## src/rtl/seg_reader.sv

```systemverilog
// -----------------------------------------------------------------------------
// seg_reader
// Reads back a multiplexed, active-low 7-segment display bus and recovers the
// hex digit shown in each digit position (inverse of a nibble-to-segment
// decoder). The bus is synchronized, must stay stable for STABLE_CYC samples
// before a capture, and patterns that are not hex glyphs are flagged.
//
// Parameters
//   NDIG        number of digit positions (anode lines), 1..8
//   STABLE_CYC  identical synchronized samples needed before capture, 2..255
//
// Ports
//   clk      in   system clock, rising edge
//   rst_n    in   asynchronous active-low reset
//   seg      in   [6:0] segment lines, active-low, seg[0]=a .. seg[6]=g
//   dp       in   decimal point, active-low
//   an       in   [NDIG-1:0] anode selects, active-low, one-hot-low is legal
//   digits   out  [4*NDIG-1:0] recovered nibble per position
//   valid    out  [NDIG-1:0] position holds a legal captured glyph
//   upd      out  one-cycle strobe, a capture updated a position
//   upd_idx  out  [2:0] position of the current upd
//   err      out  one-cycle strobe, captured pattern is not a hex glyph
//   dp_out   out  [NDIG-1:0] captured decimal point per position
//                 (only when SEG_READER_DP_EN is defined)
//
// Optional feature macro: SEG_READER_DP_EN
// -----------------------------------------------------------------------------
module seg_reader #(
    parameter int NDIG       = 4,
    parameter int STABLE_CYC = 16
) (
    input  logic                clk,
    input  logic                rst_n,
    input  logic [6:0]          seg,
    input  logic                dp,
    input  logic [NDIG-1:0]     an,
    output logic [4*NDIG-1:0]   digits,
    output logic [NDIG-1:0]     valid,
    output logic                upd,
    output logic [2:0]          upd_idx,
`ifdef SEG_READER_DP_EN
    output logic [NDIG-1:0]     dp_out,
`endif
    output logic                err
);

    localparam int          SW      = NDIG + 8;
    localparam logic [7:0]  CAP_CNT = 8'(STABLE_CYC - 1);
    localparam logic [7:0]  SAT_CNT = 8'(STABLE_CYC);

    typedef enum logic [1:0] {
        ST_WAIT  = 2'd0,
        ST_TRACK = 2'd1,
        ST_HOLD  = 2'd2
    } state_t;

    // Legal anode pattern: exactly one line driven low.
    function automatic logic an_legal(input logic [NDIG-1:0] a);
        logic [3:0] n;
        n = 4'd0;
        for (int i = 0; i < NDIG; i++) begin
            if (a[i] == 1'b0) begin
                n = n + 4'd1;
            end
        end
        return (n == 4'd1);
    endfunction

    // Index of the low anode line (only meaningful for a legal pattern).
    function automatic logic [2:0] an_index(input logic [NDIG-1:0] a);
        logic [2:0] idx;
        idx = 3'd0;
        for (int i = 0; i < NDIG; i++) begin
            if (a[i] == 1'b0) begin
                idx = 3'(i);
            end
        end
        return idx;
    endfunction

    // Segment pattern to {glyph_ok, blank, nibble}.
    function automatic logic [5:0] seg_decode(input logic [6:0] s);
        logic [5:0] r;
        case (s)
            7'h40:   r = {2'b10, 4'h0};
            7'h79:   r = {2'b10, 4'h1};
            7'h24:   r = {2'b10, 4'h2};
            7'h30:   r = {2'b10, 4'h3};
            7'h19:   r = {2'b10, 4'h4};
            7'h12:   r = {2'b10, 4'h5};
            7'h02:   r = {2'b10, 4'h6};
            7'h78:   r = {2'b10, 4'h7};
            7'h00:   r = {2'b10, 4'h8};
            7'h18:   r = {2'b10, 4'h9};
            7'h08:   r = {2'b10, 4'hA};
            7'h03:   r = {2'b10, 4'hB};
            7'h46:   r = {2'b10, 4'hC};
            7'h21:   r = {2'b10, 4'hD};
            7'h06:   r = {2'b10, 4'hE};
            7'h0E:   r = {2'b10, 4'hF};
            7'h7F:   r = {2'b01, 4'h0};
            default: r = {2'b00, 4'h0};
        endcase
        return r;
    endfunction

    logic [SW-1:0]      sync1_r;
    logic [SW-1:0]      sync2_r;
    logic [SW-1:0]      prev_r;
    logic [7:0]         count_r;
    state_t             state_r;
    state_t             next_state_s;
    logic               capture_s;
    logic               clr_cnt_s;
    logic               match_s;
    logic               legal_s;
    logic [2:0]         pos_s;
    logic [NDIG-1:0]    an_s;
    logic [6:0]         seg_s;
    logic [5:0]         dec_s;
    logic               dec_ok_s;
    logic               dec_blank_s;
    logic [3:0]         dec_nib_s;
    logic [4*NDIG-1:0]  digits_r;
    logic [NDIG-1:0]    valid_r;
    logic               upd_r;
    logic [2:0]         upd_idx_r;
    logic               err_r;

    assign an_s        = sync2_r[SW-1:8];
    assign seg_s       = sync2_r[7:1];
    assign match_s     = (sync2_r == prev_r);
    assign legal_s     = an_legal(an_s);
    assign pos_s       = an_index(an_s);
    assign dec_s       = seg_decode(seg_s);
    assign dec_ok_s    = dec_s[5];
    assign dec_blank_s = dec_s[4];
    assign dec_nib_s   = dec_s[3:0];

    // Two-flop synchronizer plus previous-sample register for the stability compare.
    always_ff @(posedge clk or negedge rst_n) begin
        if (!rst_n) begin
            sync1_r <= '1;
            sync2_r <= '1;
            prev_r  <= '1;
        end else begin
            sync1_r <= {an, seg, dp};
            sync2_r <= sync1_r;
            prev_r  <= sync2_r;
        end
    end

    // Stability counter: cleared on any sample change or on entry to TRACK, saturating.
    always_ff @(posedge clk or negedge rst_n) begin
        if (!rst_n) begin
            count_r <= 8'd0;
        end else if (clr_cnt_s || !match_s) begin
            count_r <= 8'd0;
        end else if (count_r != SAT_CNT) begin
            count_r <= count_r + 8'd1;
        end else begin
            count_r <= count_r;
        end
    end

    // FSM state register.
    always_ff @(posedge clk or negedge rst_n) begin
        if (!rst_n) begin
            state_r <= ST_WAIT;
        end else begin
            state_r <= next_state_s;
        end
    end

    // FSM next-state and capture decision.
    always_comb begin
        next_state_s = state_r;
        capture_s    = 1'b0;
        clr_cnt_s    = 1'b0;
        case (state_r)
            ST_WAIT: begin
                if (legal_s) begin
                    next_state_s = ST_TRACK;
                    clr_cnt_s    = 1'b1;
                end else begin
                    next_state_s = ST_WAIT;
                end
            end
            ST_TRACK: begin
                if (!legal_s) begin
                    next_state_s = ST_WAIT;
                end else if (match_s && (count_r == CAP_CNT)) begin
                    // Count reaches STABLE_CYC-1 on this edge: capture now.
                    capture_s    = 1'b1;
                    next_state_s = ST_HOLD;
                end else begin
                    next_state_s = ST_TRACK;
                end
            end
            ST_HOLD: begin
                if (!legal_s) begin
                    next_state_s = ST_WAIT;
                end else if (!match_s) begin
                    next_state_s = ST_TRACK;
                    clr_cnt_s    = 1'b1;
                end else begin
                    next_state_s = ST_HOLD;
                end
            end
            default: begin
                next_state_s = ST_WAIT;
            end
        endcase
    end

    // Capture registers: only the addressed position is written; strobes last one cycle.
    always_ff @(posedge clk or negedge rst_n) begin
        if (!rst_n) begin
            digits_r  <= '0;
            valid_r   <= '0;
            upd_r     <= 1'b0;
            upd_idx_r <= 3'd0;
            err_r     <= 1'b0;
        end else begin
            upd_r <= capture_s;
            err_r <= capture_s && !dec_ok_s && !dec_blank_s;
            if (capture_s) begin
                upd_idx_r <= pos_s;
            end
            for (int i = 0; i < NDIG; i++) begin
                if (capture_s && (pos_s == 3'(i))) begin
                    if (dec_ok_s) begin
                        digits_r[4*i +: 4] <= dec_nib_s;
                    end
                    valid_r[i] <= dec_ok_s;
                end
            end
        end
    end

`ifdef SEG_READER_DP_EN
    logic [NDIG-1:0] dp_out_r;

    // Decimal point of the captured position, converted to active-high.
    always_ff @(posedge clk or negedge rst_n) begin
        if (!rst_n) begin
            dp_out_r <= '0;
        end else begin
            for (int i = 0; i < NDIG; i++) begin
                if (capture_s && (pos_s == 3'(i))) begin
                    dp_out_r[i] <= ~sync2_r[0];
                end
            end
        end
    end

    assign dp_out = dp_out_r;
`endif

    assign digits  = digits_r;
    assign valid   = valid_r;
    assign upd     = upd_r;
    assign upd_idx = upd_idx_r;
    assign err     = err_r;

endmodule

```

## config.mk

```make
export PLATFORM = sky130hd
export DESIGN_NAME = seg_reader
export DESIGN_NICKNAME = d
export VERILOG_FILES = /design/src/rtl/seg_reader.sv
export SDC_FILE = /design/constraint.sdc
export NUM_CORES = 1
export LEC_CHECK = 0
export CORE_MARGIN = 2
export CORE_UTILIZATION = 45
export CTS_CLUSTER_SIZE = 30
export DETAILED_ROUTE_END_ITERATION = 10
export PLACE_DENSITY = 0.65
export SYNTH_ARGS = -nofsm -noshare
export SYNTH_HDL_FRONTEND = slang
export SYNTH_SLANG_ARGS = --single-unit
```

## constraint.sdc

```tcl
create_clock -name clk -period 3.6 [get_ports clk]
set_input_delay 0.54 -clock clk [delete_from_list [all_inputs] [get_ports clk]]
set_output_delay 0.54 -clock clk [all_outputs]
set_load 0.1 [all_outputs]
```

==> results.py, run 1 <==
metrics = {
    "run_status": {
        "outcome": "finished clean",
    },
    "clocking": {
        "cts-root-buf": "clkbuf_8",
        "htree_num_levels": 3,
        "clock_sinks": 70,
        "postCtsHoldBufs": 0,
        "cts_buffer_depth": 2,
        "clk_pin_slew_worst_paths_ns": 0.07,
        "numCtsBuffers": 9,
        "postCtsSetupRepairBufs": 0,
        "clk_latency_ns": 0.34,
        "ctsResizeCount": 0,
        "cts_tree": "built",
    },
    "detailed_routing": {
        "routed_via_density": 5.30,
        "totalWireLength_mm": 6.05,
        "drtIter0Drc": 157,
        "dr_total_vias": 2153,
        "ant_nets": 0,
        "drc": 0,
        "dr.pass1.iters": 4,
        "post_drt_wl_per_cell_um": 14.9,
    },
    "sta": {
        "setup_tns_ns": 0,
        "period_share": 0.880,
        "final-hold-violation-count": 0,
        "rsz0062_at_grt": "no",
        "min_period_ns": 3.17,
        "finClkSkew_ns": 0.00704,
        "fmax_mhz": 316,
        "slew_viol_final": 0,
        "max-slew-margin-rel": 0.338,
        "setup-violations-final": 0,
        "worst_pin_slew_ns": 0.990,
    },
    "global_route": {
        "grt_max_degree": 31,
        "grt_pass1_vias": 2195,
        "grtUsageTotal": 0.180,
        "antenna_found_initial": 0,
        "grt_pass1_wl_mm": 10.5,
        "gr-total-overflow": 0,
    },
    "layout": {
        "seqCellArea_mm2": 0.00180,
        "drive_gt1_frac": 0.245,
        "diodes": 0,
        "multi_input_area_mm2": 0.00127,
        "stdcell_count": 406,
        "fin_nets": 325,
        "finish.utilization": 0.561,
        "fillers": 602,
        "area_delta_synth_final_pct": 20.4,
    },
    "logic_synthesis": {
        "synth_seq_cells": 70,
        "synth_edf_count": 0,
        "ys_warn_count": 0,
        "avgSynthCellArea_um2": 11.8,
        "synth-seq-area-share": 0.568,
        "synthDistinctLibCells": 51,
        "syn_nets": 287,
        "synthArstFlopShare": 1.00,
        "synth_top_area_share": 0.299,
        "synth_area_leader_cell": "dfstp_2",
        "netlist_top_cells_area": "dfstp_2, dfrtp_1, mux2_2",
        "netlist_area_mm2": 0.00316,
        "synth_top_flop_cell": "dfstp_2",
        "postSynthCellCount": 268,
    },
    "setup_path": {
        "worst_r2r_startpoint": "sync2_r[9]",
        "required_ns": 3.83,
        "crit_arrival_ns": 3.40,
        "crit_type": "register to register",
        "crit_path_end_kind": "register",
        "timing.rr.end": "digits[2]",
        "rr_worst_depth": 9,
        "rrSetupSlack_ns": 0.43,
        "cp-start-kind": "register",
        "crit_fanout": 7,
    },
    "pwr": {
        "power_switching_share": 0.237,
        "p_switching_uw": 374,
        "power_frac_comb": 0.069,
        "clock_power_share": 0.388,
        "peakVddDrop_mv": 0.222,
        "power_density_mw_per_mm2": 414,
        "seqPwrFrac": 0.543,
        "p_int_mw": 1.20,
        "p_leak_nw": 1.50,
    },
    "die": {
        "dieArea_mm2": 0.00772,
        "core_mm2": 0.00679,
        "die_h_um": 87.9,
        "die_width_um": 87.9,
        "rows": 30,
        "io_pins": 39,
        "start_util": 0.466,
    },
    "place": {
        "dpl.hpwl_mm": 4.34,
        "io_buffers": 37,
        "dp_cells": 391,
        "routabilityCongestion": 0.770,
    },
    "hold_path": {
        "worstHoldPathType": "input port to async pin",
    },
    "run": {
        "max_cap_violations": 0,
    },
}
-- cells in the final DEF, fill, tap and decap left out, types with 6 or more instances in the layout --
cell / count
nand3_1: 8
nor3_1: 9
dfstp_2: 36
dfrtp_1: 34
o21ai_0: 7
nor2_1: 17
nand2b_1: 13
nand4_1: 13
xor2_1: 8
inv_1: 11
clkbuf_8: 9
xnor2_1: 11
mux2_2: 14
nor4_1: 6
clkdlybuf4s50_1: 36
-- worst max-delay path by stage --
| stage | startpoint | endpoint | slack (ns) |
|---|---|---|---|
| 2_1_floorplan | sync2_r[9] | digits[0] | 0.70 |
| 3_3_place_gp | sync2_r[9] | digits[0] | 0.54 |
| 3_5_place_dp | sync2_r[9] | digits[2] | 0.43 |
| 4_1_cts | sync2_r[9] | digits[2] | 0.44 |
| 5_1_grt | sync2_r[9] | digits[0] | 0.14 |
| 6_report | sync2_r[9] | digits[2] | 0.43 |
-- power by group through the flow --
stage | clock network (mW) | logic, mW | registers (mW)
final | 0.612 | 0.109 | 0.856
after CTS | 0.630 | 0.110 | 0.856
after floorplan | 0 | 0.0800 | 0.851
after detailed placement | 0 | 0.110 | 0.869
after global routing | 0.669 | 0.123 | 0.860
after global placement | 0 | 0.109 | 0.868
-- cell type report --
| class | count | share of cell area |
|---|---|---|
| sequential | 70 | 0.472 |
| clock buffer | 13 | 0.0476 |
| clock inverter | 2 | 0.00296 |
| timing repair buffer | 40 | 0.102 |
| inverter | 11 | 0.0108 |
| tap | 96 | 0.0315 |
| multi-input combinational | 174 | 0.334 |
-- synthesized netlist by cell type (all sizes together) (6+ instances only) --
cell and number:
clkbuf 10, dfrtp 34, dfstp 36, inv 11
mux2 14, nand2b 13, nand3 8, nand4 13
nor2 17, nor3 9, nor4 6, o21ai 8
xnor2 12, xor2 8
-- stage by stage --
step / setup slack, ns / total power, mW / hold slack (ns) / area (µm²)
floorplan: 0.700 / 0.931 / 0.244 / 3160
global placement: 0.535 / 0.976 / 0.346 / 3620
detailed placement: 0.433 / 0.979 / 0.347 / 3620
CTS: 0.439 / 1.60 / 0.239 / 3810
global route: 0.144 / 1.65 / 0.271 / 3810
finish: 0.431 / 1.58 / 0.224 / 3810
-- logic make-up after synthesis --
logic type,Yosys count,share of synthesized area
AND/OR/NAND/NOR,98,0.180
flip-flops,70,0.568
AO/OA/AOI/OAI,35,0.0902
adder cells (fa/ha/maj),5,0.0198
other,1,0.00119
XOR/XNOR,20,0.0577
buffers and inverters,24,0.0304
multiplexers,15,0.0530
-- state kept, by name, summed over array words and instances, names as in the netlist --
signal and count:
digits 16, prev_r 12, sync1_r 12, sync2_r 12, count_r 8, valid 4, state_r 2, upd_idx 2
err 1, upd 1
-- routing by layer --
metal  vias to the layer above  routed length, µm  GRT usage
li1                       1035                  -          -
met2                        43               3010      0.290
met1                      1065               2750      0.227
met4                         0                106     0.0867
met3                        10                182     0.0452
met5                         -                  0          0
-- critical path, cell delays in order (launching register included) --
cell	delay, ns
dfstp_2	0.60
inv_1	0.06
ha_1	0.36
xnor2_1	0.16
ha_1	0.30
or3_1	0.36
o211ai_4	0.13
nand4_1	0.18
a311oi_2	0.53
mux2_2	0.39
Power figures use the tool's default switching activity.
==> run 2: changes to the inputs <==
Settings changed: CORE_UTILIZATION 45 to 62, DONT_BUFFER_PORTS set to 1, PLACE_DENSITY 0.65 to 0.76, SKIP_LAST_GASP set to 1.
==> run 2 against run 1 <==
Net effect: global-route usage grew 4.1 points; cell count fell by 15%; die area decreased by 26%; worst hold slack got worse by 0.20 ns; largest power group unchanged.
==> results.py, run 2 (synthesis results as in run 1) <==
metrics = {
    "clocking": {
        "postCtsSetupRepairBufs": 0,
        "htree_num_levels": 3,
        "clk_latency_ns": 0.35,
        "numCtsBuffers": 9,
        "cts_buffer_depth": 2,
        "clock_sinks": 70,
        "clk_pin_slew_worst_paths_ns": 0.08,
        "cts-root-buf": "clkbuf_8",
        "cts_tree": "built",
    },
    "detailed_routing": {
        "dr_total_vias": 2079,
        "ant_nets": 0,
        "routed_via_density": 6.04,
        "post_drt_wl_per_cell_um": 16.7,
        "drc": 0,
        "drtIter0Drc": 118,
        "totalWireLength_mm": 5.74,
        "dr.pass1.iters": 4,
    },
    "die": {
        "die_h_um": 75.4,
        "io_pins": 39,
        "rows": 26,
        "start_util": 0.632,
        "die_width_um": 75.4,
        "core_mm2": 0.00501,
        "dieArea_mm2": 0.00569,
    },
    "sta": {
        "fmax_mhz": 310,
        "setup_tns_ns": 0,
        "final-hold-violation-count": 0,
        "rsz0062_at_grt": "no",
        "period_share": 0.895,
        "setup-violations-final": 0,
        "min_period_ns": 3.22,
        "worst_pin_slew_ns": 0.954,
        "finClkSkew_ns": 0.0119,
        "max-slew-margin-rel": 0.364,
        "slew_viol_final": 0,
    },
    "global_route": {
        "grtUsageTotal": 0.221,
        "grt_util_met2": 0.313,
        "gr-total-overflow": 0,
        "grt.busiest_layer": "met2",
        "grt_pass1_wl_mm": 9.19,
        "use_met3": 0.0952,
        "grt_pass1_vias": 1933,
        "grt_use_met1": 0.301,
        "antenna_found_initial": 0,
        "grt_max_degree": 38,
    },
    "setup_path": {
        "critPathSlowestCell": "dfstp_2",
        "cp_cell_sequence": "inv_1 -> ha_1 -> xnor2_1 -> ha_1 -> or3_1 -> o211ai_4 -> nand4_1 -> a311oi_2 -> mux2_2",
        "crit_fanout": 7,
        "crit_path_end_kind": "register",
        "required_ns": 3.84,
        "critPathMaxStageDelay_ns": 0.61,
        "cp-start-kind": "register",
        "crit_type": "register to register",
        "path_common_cell": "ha_1",
        "crit_buf_inv": 1,
        "cpLargestDelayFamily": "adder cells",
        "crit_arrival_ns": 3.46,
    },
    "pwr": {
        "p_leak_nw": 1.35,
        "peakVddDrop_mv": 0.274,
        "total_power_mw": 1.49,
        "power_density_mw_per_mm2": 437,
    },
    "place": {
        "io_buffers": 0,
        "routabilityCongestion": 0.910,
        "dpl.hpwl_mm": 3.79,
    },
    "layout": {
        "largest_register_ffs": 16,
        "layout_commonest_cell": "dfstp_2",
        "diodes": 0,
        "final_cell_mix": "dfstp_2, dfrtp_1, nor2_1, mux2_2",
        "finish.utilization": 0.679,
        "drive_gt1_frac": 0.274,
        "area_delta_synth_final_pct": 7.51,
        "fin_nets": 288,
    },
    "run": {
        "max_cap_violations": 0,
    },
    "run_status": {
        "outcome": "finished clean",
    },
    "hold_path": {
        "worstHoldPathType": "input port to async pin",
    },
}
-- run 2: cell count changes in the layout (fill, tap and decap cells not counted) --
cell	before	now
buf_12	0	1
buf_2	1	0
buf_4	3	1
clkbuf_16	2	0
clkdlybuf4s50_1	36	0
clkinv_4	0	2
clkinvlp_4	0	1
dlygate4sd3_1	0	1
-- run 2: per-layer routing --
layer  vias to the layer above  part of all wire
met1                      1039              0.46
met2                        55              0.46
met4                         0             0.025
met5                         -                 0
li1                        967                 -
met3                        18             0.056
-- run 2: timing repair --
item,4_1_cts,5_1_grt
resized for setup,0,0
hold buffers,1,1
hold endpoints to repair,34,9
-- run 2: power breakdown --
group	switching (mW)	internal (mW)
sequential	0.0295	0.826
clock	0.286	0.251
combinational	0.0560	0.0367
total	0.372	1.11
-- run 2: worst register-to-register path, stage by stage (launching register included) --
cell,delay (ns)
dfstp_2,0.61
inv_1,0.06
ha_1,0.35
xnor2_1,0.16
ha_1,0.30
or3_1,0.36
o211ai_4,0.13
nand4_1,0.25
a311oi_2,0.51
mux2_2,0.39
-- run 2: final timing paths --
path | startpoint | endpoint | slack [ns] | cells past startpoint
worst max-delay path | sync2_r[9] | digits[2] | 0.38 | 9
worst min-delay path | rst_n | state_r[1] | 0.02 | 1
worst max register to register | sync2_r[9] | digits[2] | 0.38 | 9
worst min register to register | sync1_r[2] | sync2_r[2] | 0.36 | 0
max in group asynchronous | rst_n | sync1_r[0] | 2.73 | 1
min in group clk | an[3] | sync1_r[11] | 0.18 | 0
-- run 2: area by class of cell --
| type | instances | area (µm²) |
|---|---|---|
| clock inverter | 5 | 36.3 |
| clock buffer | 11 | 131 |
| tap | 70 | 87.6 |
| timing repair buffer | 3 | 37.5 |
| multi-input combinational | 174 | 1270 |
| sequential | 70 | 1800 |
| inverter | 11 | 41.3 |
| fill | 371 | 1610 |
-- run 2: metrics by stage --
| step | setup slack (ns) | instance area [µm²] | instances | hold WS [ns] |
|---|---|---|---|---|
| 6_report | 0.376 | 3400 | 344 | 0.0207 |
| 5_1_grt | 0.209 | 3400 | 344 | 0.00102 |
| 4_1_cts | 0.393 | 3390 | 343 | 0.0154 |
| 3_5_place_dp | 0.397 | 3200 | 326 | 0.247 |
| 3_3_place_gp | 0.455 | 3200 | 326 | 0.248 |
| 2_1_floorplan | 0.700 | 3160 | 268 | 0.244 |
